[src/rtl/ro_pkg.sv]
// ro_pkg: shared constants, event type and helpers for the readout event capture
package ro_pkg;

  localparam int CH_W     = 5;
  localparam int TS_W_DEF = 19;

  // Event record at the default timestamp width; the top builds its own
  // record with the same layout for a non-default TS_W.
  typedef struct packed {
    logic [CH_W-1:0]     ch;
    logic                pol;
    logic [TS_W_DEF-1:0] ts;
  } ro_event_t;

  // Index of the lowest set bit: the gray-counter bit that toggles in this cycle.
  function automatic logic [CH_W-1:0] ctz(input logic [31:0] v);
    logic [CH_W-1:0] r;
    r = '0;
    for (int i = 31; i >= 0; i--)
      if (v[i]) r = CH_W'(i);
    return r;
  endfunction

endpackage

[src/rtl/ro_event_fifo.sv]
// ro_event_fifo: first-word-fall-through FIFO with extra-bit pointer wrap
module ro_event_fifo #(
  parameter int DEPTH = 8,
  parameter int W     = 8
) (
  input  logic         clk_master,
  input  logic         rstb,
  input  logic         push,
  input  logic [W-1:0] din,
  input  logic         pop,
  output logic [W-1:0] dout,
  output logic         full,
  output logic         empty
);

  localparam int AW = $clog2(DEPTH);

  logic [W-1:0] mem_q [DEPTH];
  logic [W-1:0] mem_d [DEPTH];
  logic [AW:0]  wr_q, wr_d, rd_q, rd_d;
  logic         do_push, do_pop;

  // Flags, pointer advance and write; a push into a full FIFO is accepted when a pop frees the slot.
  always_comb begin
    empty   = wr_q == rd_q;
    full    = (wr_q[AW] != rd_q[AW]) && (wr_q[AW-1:0] == rd_q[AW-1:0]);
    do_pop  = pop && !empty;
    do_push = push && (!full || do_pop);
    wr_d    = wr_q + (AW+1)'(do_push);
    rd_d    = rd_q + (AW+1)'(do_pop);
    mem_d   = mem_q;
    if (do_push) mem_d[wr_q[AW-1:0]] = din;
    dout    = mem_q[rd_q[AW-1:0]];
  end

  // Storage and pointers; reset discards all contents.
  always_ff @(posedge clk_master or negedge rstb)
    if (!rstb) begin
      wr_q <= '0;
      rd_q <= '0;
      for (int i = 0; i < DEPTH; i++) mem_q[i] <= '0;
    end else begin
      wr_q  <= wr_d;
      rd_q  <= rd_d;
      mem_q <= mem_d;
    end

endmodule

[src/rtl/ro_event_capture.sv]
// ro_event_capture: tracks bus slot ownership, captures readout events and buffers them
module ro_event_capture
  import ro_pkg::*;
#(
  parameter int N_CH       = 19,
  parameter int TS_W       = 19,
  parameter int FIFO_DEPTH = 8
) (
  input  logic            clk_master,
  input  logic            rstb,
  input  logic            rd_eve,
  input  logic            rd_pol,
  input  logic            ev_ready,
  input  logic            clr_ovf,
  output logic            ev_valid,
  output logic [CH_W-1:0] ev_ch,
  output logic            ev_pol,
  output logic [TS_W-1:0] ev_ts,
  output logic            overflow,
  output logic [7:0]      drop_cnt
);

  typedef struct packed {
    logic [CH_W-1:0] ch;
    logic            pol;
    logic [TS_W-1:0] ts;
  } ev_t;

  logic [TS_W-1:0] cnt_q, cnt_d;
  logic            first_q, first_d;
  logic            slot_own;
  logic [CH_W-1:0] slot_ch;
  logic            cap_vld_q, cap_vld_d;
  ev_t             cap_ev_q, cap_ev_d;
  logic            ovf_q, ovf_d;
  logic [7:0]      drop_q, drop_d;
  logic            drop, pop, full, empty;
  ev_t             head;

  // Slot owner: the toggling gray bit; a zero count after a wrap belongs to the MSB, the first cycle after reset to nobody.
  always_comb begin
    cnt_d    = cnt_q + TS_W'(1);
    first_d  = 1'b0;
    slot_own = !first_q;
    slot_ch  = (cnt_q == '0) ? CH_W'(TS_W - 1) : ctz(32'(cnt_q));
    cap_vld_d = slot_own && (int'(slot_ch) < N_CH) && rd_eve;
    cap_ev_d  = {slot_ch, rd_pol, cnt_q};
  end

  // Bus is sampled mid-cycle, while the owner still drives it, together with the slot tag.
  always_ff @(negedge clk_master or negedge rstb)
    if (!rstb) begin
      cap_vld_q <= 1'b0;
      cap_ev_q  <= '0;
    end else begin
      cap_vld_q <= cap_vld_d;
      cap_ev_q  <= cap_ev_d;
    end

  // Drop only when full with no simultaneous pop; a drop beats a same-edge clear.
  always_comb begin
    pop    = ev_ready && !empty;
    drop   = cap_vld_q && full && !pop;
    ovf_d  = drop || (ovf_q && !clr_ovf);
    drop_d = drop ? (clr_ovf ? 8'd1 : drop_q + {7'd0, drop_q != 8'hff}) : (clr_ovf ? 8'd0 : drop_q);
  end

  // Slot counter, first-cycle flag and overflow bookkeeping.
  always_ff @(posedge clk_master or negedge rstb)
    if (!rstb) begin
      cnt_q   <= '0;
      first_q <= 1'b1;
      ovf_q   <= 1'b0;
      drop_q  <= '0;
    end else begin
      cnt_q   <= cnt_d;
      first_q <= first_d;
      ovf_q   <= ovf_d;
      drop_q  <= drop_d;
    end

  ro_event_fifo #(.DEPTH(FIFO_DEPTH), .W($bits(ev_t))) u_fifo (
    .clk_master(clk_master),
    .rstb      (rstb),
    .push      (cap_vld_q),
    .din       (cap_ev_q),
    .pop       (ev_ready),
    .dout      (head),
    .full      (full),
    .empty     (empty)
  );

  assign ev_valid = !empty;
  assign ev_ch    = head.ch;
  assign ev_pol   = head.pol;
  assign ev_ts    = head.ts;
  assign overflow = ovf_q;
  assign drop_cnt = drop_q;

endmodule

[config.mk]
export PLATFORM = sky130hd
export DESIGN_NAME = ro_event_capture
export DESIGN_NICKNAME = d
export VERILOG_FILES = /design/src/rtl/ro_pkg.sv /design/src/rtl/ro_event_fifo.sv /design/src/rtl/ro_event_capture.sv
export SDC_FILE = /design/constraint.sdc
export NUM_CORES = 1
export LEC_CHECK = 0
export BUFFER_PORTS_ARGS = -buffer_cell sky130_fd_sc_hd__buf_2
export CAP_MARGIN = 20
export CORE_UTILIZATION = 58
export CTS_CLUSTER_SIZE = 12
export DETAILED_ROUTE_END_ITERATION = 12
export GPL_ROUTABILITY_DRIVEN = 0
export PLACE_DENSITY = 0.75
export SETUP_SLACK_MARGIN = 0.2
export SLEW_MARGIN = 20
export SYNTH_ARGS = -nofsm -noshare
export SYNTH_HDL_FRONTEND = slang
export SYNTH_HIERARCHICAL = 1
export SYNTH_SLANG_ARGS = --single-unit
[constraint.sdc]
create_clock -name clk_master -period 4.36 [get_ports clk_master]
set_input_delay 0.218 -clock clk_master [delete_from_list [all_inputs] [get_ports clk_master]]
set_output_delay 0.218 -clock clk_master [all_outputs]
set_load 0.005 [all_outputs]
* Word level (Yosys, flattened, before mapping)
Index checks and enable logic that the tools add are counted.
** Word-level totals
- Flip-flop bits (word level) :: 263
- Input port bits :: 6
- Output and inout port bits :: 35
** Cells by class
- Reductions and logical operators :: 18
- Equal/unequal tests :: 4
- Mux-type cells :: 29
- Bitwise logic cells :: 2
- Add/sub/neg operators :: 4
- Magnitude comparators :: 4
** Operators with widths (number)
- 200-bit bitwise mux :: 1
- 5-bit 2-to-1 mux :: 20
- 25-bit binary-select mux with 3-bit select :: 1
- 25-bit demux with 3-bit select :: 1
- 25-bit 2-to-1 mux :: 3
- 8-bit 2-to-1 mux :: 3
- 19-bit by 1-bit adder with 19-bit output, second input constant :: 1
- 19-bit logical NOT :: 1
- 1-bit logical AND :: 9
- 4-bit by 1-bit adder with 4-bit output :: 2
- 8-bit by 1-bit adder with 8-bit output :: 1
- 4-bit >= comparator, second input constant :: 2
- 8-bit inequality test, second input constant :: 1
- 3-bit inverter with 4-bit output :: 2
- 1-bit logical NOT :: 5
- 5-bit less-than comparator, second input constant :: 1
- 4-bit equality test :: 1
- 4-bit by 1-bit less-than comparator with 1-bit output, second input constant :: 1
- 3-bit equality test :: 1
- 1-bit logical OR :: 2
- 2-bit nonzero test :: 1
- 1-bit inequality test :: 1

* Logic depth before layout (Yosys ltp)
Gate-level depths: netlist of the first run.
- Depth after elaboration :: 23
- Gate-level depth with buffers :: 9
- Depth with buffers taken out :: 7

* Hierarchy
The synthesis of the first run kept the hierarchy.
** Modules (own cells, without submodules)
- ro_event_fifo :: instances 1, sequential area each 5205.0 um^2, cells an instance 556, area an instance 9476.6 um^2
- ro_event_capture :: instances 1, sequential area each 1377.6 um^2, cells an instance 196, area an instance 2253.4 um^2

==> results of run 1 <==
-- through the flow --
step	worst slack (ps)	total power [uW]	std cells	cell area, sq um	hold WS (ps)
floorplan	399	4380	752	11700	-77.6
global route	251	7200	1084	13000	285
detailed placement	355	4870	1033	12200	315
global placement	444	4750	1033	12200	299
CTS	335	6960	1084	13000	242
finish	334	6870	1084	13000	255
-- worst min-delay path by stage --
stage | start | endpoint | slack (ps) | cells past startpoint
detailed placement | rstb | u_fifo/mem_q[25] | 310 | 1
global route | ev_ready | overflow | 280 | 3
finish | ev_ready | overflow | 250 | 3
CTS | ev_ready | overflow | 240 | 3
floorplan | rstb | cnt_q[0] | -80 | 0
global placement | rstb | u_fifo/mem_q[75] | 300 | 1
-- cells in the mapped netlist (8+ instances only) --
cell and instances:
dfrtp_1 236, mux2_2 206, mux4_2 50, dfrtn_1 26, mux2_1 21, nor2_1 21
xnor2_1 21, nand2_1 14, buf_6 12, nand3_1 12, clkbuf_1 11, buf_2 10
inv_1 10, buf_4 9, ha_1 8, xor2_1 8
-- cell type report --
class / count / area (sq um)
flip-flops and latches: 263 / 6590
clock buffers: 47 / 781
multi-input cells: 433 / 4790
repair buffers: 62 / 430
clock inverters: 2 / 10.0
well taps: 265 / 332
fillers: 1359 / 6670
inverters: 12 / 50.0
-- worst min-delay path, stage by stage --
cell and delay (ps):
buf_2 150, nor2b_1 220, o22ai_1 130
-- report_power, final --
group	switching [uW]	internal [uW]	total, uW
Sequential	297	2820	3110
Clock	866	1200	2070
Combinational	756	930	1690
-- state kept, by name, summed over array words and instances (netlist names) --
register / cells
drop_cnt: 8
u_fifo/rd_q: 4
first_q: 1
cap_vld_q: 1
cnt_q: 19
overflow: 1
u_fifo/wr_q: 4
u_fifo/mem_q: 200
cap_ev_q: 25
-- cell usage in the layout (no fill, tap or decap), types with 3 or more instances in the layout --
cell type,synthesis,layout
a2111oi_4,4,4
a21oi_1,6,6
and3_1,3,3
and4_1,3,3
buf_12,0,4
buf_2,10,39
buf_4,9,16
clkbuf_1,11,17
clkbuf_16,0,27
clkbuf_8,0,3
dfrtn_1,26,26
dfrtp_1,236,234
ha_1,8,8
inv_1,10,10
mux2_1,21,21
mux2_2,206,206
mux4_2,50,50
nand2_1,14,14
nand2b_1,3,3
nand3_1,12,12
nand4_1,7,7
nor2_1,21,21
nor2b_1,4,4
nor3_1,7,7
nor4_1,5,5
o21ai_0,7,7
o21ai_2,4,4
or4_1,3,3
xnor2_1,21,21
xor2_1,8,8
-- kinds of logic after synthesis --
family,share of synthesized area [%]
muxes,31.4
AOI/OAI and AO/OA,2.40
xor gates and xnor gates,2.17
DFF,56.1
adders and majority gates,0.853
buffers and inverters,3.01
and+or+nand+nor,4.03
other,0.0320
-- routing by layer --
layer / up-vias / track usage [%]
met1: 3439 / 31.2
met4: 0 / 6.65
met5: - / 0
met3: 33 / 3.01
met2: 93 / 40.4
li1: 2851 / -
==> qor.csv, run 1 <==
stage;metric;value;unit
routing;ant_nets;0;
die;fp.dieW;144;microns
routing;top_layer_used;met4;
sta;finalClockSkew;10.8;ps
grt;grt_antenna_before_repair;0;
synthesis;synth_area_leader_cell;dfrtp_1;
clock_tree;clk_latency;520;ps
synthesis;synth-edff-count;0;
run_status;status;finished, final reports clean;
worst_setup_path;critPathMaxStageDelay;440;ps
final_layout;diodes;0;
pwr;p_leak;0.00610;uW
clock_tree;htree_levels;1;
routing;m1WireLength;9710;microns
worst_setup_path;required;4760;ps
final_layout;nets;813;
worst_setup_path;crit_end;u_fifo/mem_q[137];
worst_setup_path;critPathCaptureType;register;
synthesis;syn-num-nets;766;
sta;fin_tns_setup;0;ps
sta;worst_slew_pin_slew;827;ps
sta;max_slew_margin;44.9;%
worst_setup_path;crit_start;cap_vld_q;
synthesis;async_flop_share;100;%
synthesis;yosys.area.top_type_share;50.3;%
worst_setup_path;critPathMaxFanout;25;
place;hpwl;14100;microns
grt;grt-ovfl-total;0;
worst_setup_path;critPathKind;register to register;
place;io_buffers;40;
routing;wirelength;22300;microns
flow_run;drv_cap;0;
sta;grt_setup_unrepaired;no;
routing;via_count;6416;
worst_setup_path;worst-r2r-cell-count;4;
die;initial_core_util;59.7;%
worst_setup_path;crit_chain;nand2b_1, a2111oi_4, buf_12, mux2_2;
synthesis;syn_area;11700;sq um
clock_tree;cts_hold_buffers;2;
clock_tree;cts_tree;done;
die;num_rows;51;
worst_setup_path;r2r_setup_slack;330;ps
routing;dr.first_iter.drc_count;312;
clock_tree;clkSlewWorstSetupHoldPaths;60;ps
worst_setup_path;cp_num_buf_inv;1;
worst_setup_path;arrival;4420;ps
die;core-area;19700;sq um
routing;routed_via_density;5.92;
clock_tree;cts_sinks;263;
pwr;cellPowerDensity;529;nW/um^2
clock_tree;post-cts-setup-buffers;0;
worst_setup_path;reg2reg_to;u_fifo/mem_q[137];
synthesis;synth_cell_types;47;
clock_tree;root_buffer;clkbuf_16;
synthesis;seq_area_frac_synth;56.1;%
worst_setup_path;cp.depth;4;
grt;grt_pass1_wl;37100;microns
synthesis;ys_ff_latch;263;
worst_setup_path;worstSetupStartpointType;register;
sta;setup_viol;0;
worst_hold_path;hold_path.class;primary input to register;
die;die_h;144;microns
clock_tree;clk_path_buf_depth;3;
synthesis;yosysWarningCount;6;
pwr;ir_worst_vdd;0.324;mV
sta;hold_viol;0;
sta;slew_violations;0;
grt;grt_start_max_net_pins;100;
routing;drc;0;
routing;met2WireLength;11500;microns
routing;route.met3.wl;707;microns
worst_setup_path;path_delay_family;flip-flops;
routing;drt_first_pass_iters;6;
grt;grt.total_usage;23.4;%
worst_setup_path;r2r-start;cap_vld_q;
die;die_area;20800;sq um
final_layout;drive_gt1_share;44.7;%
die;num_io_pins;41;
synthesis;synth_flop_cell;dfrtp_1;
synthesis;ys_top_cells_by_area;dfrtp_1 50%, mux2_2 20%, mux4_2 9.6%;
clock_tree;numCtsBuffers;27;
synthesis;syn_inst;752;
grt;grt_pass1_vias;7070;
worst_setup_path;cp_slowest_cell;dfrtn_1;
final_layout;fin_util;66.1;%
routing;wl_per_cell;20.6;microns
clock_tree;post_cts_resized;0;
final_layout;synthToLayoutAreaGrowth;10.7;%
synthesis;syn_avg_cell_area;15.6;sq um
Power figures use the tool's default switching activity.
==> inputs of run 2 (changes only) <==
CORE_UTILIZATION = 56   (was 58)
PLACE_DENSITY = 0.76   (was 0.75)
clock period = 3.6 ns   (was 4.36 ns; I/O delays follow)
==> qor.csv, run 2 (same netlist as run 1, synthesis figures left out) <==
stage;metric;value;unit;change
routing;wl_per_cell;20.7;microns;+0.66%
grt;grt_start_max_net_pins;103;;+3.0%
clock_tree;cts_sinks;263;;unchanged
worst_setup_path;worst-r2r-cell-count;5;;+1
grt;grt_pass1_wl;37700;microns;+1.8%
die;num_io_pins;41;;unchanged
grt;grt_antenna_before_repair;0;;unchanged
routing;ant_nets;0;;unchanged
sta;max_slew_margin;42.0;%;-2.8 points
sta;finalWorstSetupSlack;104;ps;-231 ps
clock_tree;clk_path_buf_depth;3;;unchanged
die;die_area;21500;sq um;+3.5%
routing;drt_first_pass_iters;4;;-2
sta;hold_viol;0;;unchanged
die;initial_core_util;57.6;%;-2.1 points
final_layout;fin_util;65.0;%;-1.1 points
sta;grt_setup_unrepaired;yes;;
final_layout;drive_gt1_share;46.5;%;+1.8 points
die;die_h;147;microns;+1.7%
clock_tree;root_buffer;clkbuf_16;;
worst_setup_path;critPathMaxFanout;12;;-52%
clock_tree;clk_latency;520;ps;about the same
final_layout;largestRegisters;u_fifo/mem_q x200, cap_ev_q x25, cnt_q x19;;
worst_setup_path;crit_start;cap_vld_q;;
grt;grt.total_usage;22.2;%;-1.2 points
worst_setup_path;worstSetupStartpointType;register;;
final_layout;stdcell_area;13200;sq um;+1.9%
final_layout;final_cell_mix;233 x dfrtp_1, 206 x mux2_2, 50 x mux4_2;;
place;postPlaceCellArea;12300;sq um;+0.83%
sta;finalClockSkew;11.3;ps;+0.458 ps
worst_setup_path;crit_end;u_fifo/mem_q[172];;
die;fp.dieW;147;microns;+1.7%
place;hpwl;13800;microns;-2.3%
grt;grt-ovfl-total;0;;unchanged
clock_tree;cts_tree;done;;
worst_setup_path;critPathCaptureType;register;;
worst_setup_path;required;4000;ps;-760 ps
flow_run;drv_cap;0;;unchanged
final_layout;synthToLayoutAreaGrowth;12.8;%;
die;core-area;20400;sq um;+3.6%
sta;slew_violations;0;;unchanged
final_layout;layout_commonest_cell;dfrtp_1;;
routing;routed_via_density;5.86;;-1.0%
worst_setup_path;r2r_setup_slack;100;ps;-230 ps
worst_hold_path;hold_path.class;primary input to register;;
grt;grt_pass1_vias;7059;;-0.16%
clock_tree;clkSlewWorstSetupHoldPaths;60;ps;about the same
final_layout;nets;825;;+1.5%
place;pre_cts_ws;119;ps;-236 ps
final_layout;diodes;0;;unchanged
pwr;p_leak;0.00623;uW;+2.2%
die;num_rows;52;;+2.0%
routing;via_count;6451;;+0.55%
sta;worst_slew_pin_slew;870;ps;+42.7 ps
sta;fin_tns_setup;0;ps;unchanged
routing;dr.first_iter.drc_count;351;;+13%
sta;setup_viol;0;;unchanged
pwr;cellPowerDensity;641;nW/um^2;+21%
run_status;status;finished, final reports clean;;
clock_tree;numCtsBuffers;27;;unchanged
worst_setup_path;critPathKind;register to register;;
worst_setup_path;reg2reg_to;u_fifo/mem_q[172];;
routing;drc;0;;unchanged
place;io_buffers;40;;unchanged
final_layout;largest_reg_flops;200;;unchanged
pwr;ir_worst_vdd;0.446;mV;+38%
routing;wirelength;22800;microns;+2.2%
clock_tree;htree_levels;1;;unchanged
worst_setup_path;r2r-start;cap_vld_q;;
worst_setup_path;arrival;3890;ps;-530 ps
final_layout;regMostFlops;u_fifo/mem_q;;
[run 2: layer usage]
metal	vias up	global-route usage [%]	part of all wire, %
met1	3434	29.9	44
met4	0	5.99	1.9
met5	-	0	0
met2	109	37.6	51
met3	39	3.79	3.8
li1	2869	-	-
[run 2: power by group]
group / leakage [uW] / switching [uW] / internal (uW) / total (uW)
registers: 0.00351 / 281 / 3410 / 3690
clock network: 0.000402 / 1070 / 1570 / 2640
logic: 0.00232 / 992 / 1160 / 2150
total: 0.00623 / 2340 / 6130 / 8480
[run 2: worst min-delay path by stage]
stage	from	endpoint	slack [ps]	depth (start not counted)
floorplan	rstb	cnt_q[0]	-120	0
global placement	rstb	u_fifo/mem_q[52]	250	1
detailed placement	rstb	u_fifo/mem_q[52]	270	1
CTS	ev_ready	overflow	180	3
global route	ev_ready	overflow	230	3
finish	ev_ready	overflow	230	3
[run 2: critical path, stage by stage, from the launching register on]
cell	delay, ps
dfrtn_1	440
nand2_2	120
a2111oi_4	310
buf_4	190
clkbuf_16	180
mux2_2	350
[run 2: per-stage QoR]
stage	hold slack, ps	power [uW]	std cells
5_1_grt	226	8890	1101
6_report	226	8480	1101
4_1_cts	181	8560	1095
2_1_floorplan	-116	5300	752
3_5_place_dp	265	5900	1044
3_3_place_gp	251	5780	1044
[run 2: final cells by class]
cell class | instances | area (sq um)
fill | 1379 | 7130
sequential | 263 | 6590
multi-input combinational | 433 | 4830
clock buffer | 48 | 805
timing repair buffer | 74 | 592
tap | 270 | 338
inverter | 12 | 50.0
clock inverter | 1 | 30.0
[run 2: what timing repair did]
item,in CTS,in global routing
resized for setup,0,9
setup buffers,0,5
endpoints found under the setup margin,100,141
hold endpoints to repair,77,0
pin swaps,0,1
cloned,0,1
hold buffers,2,0
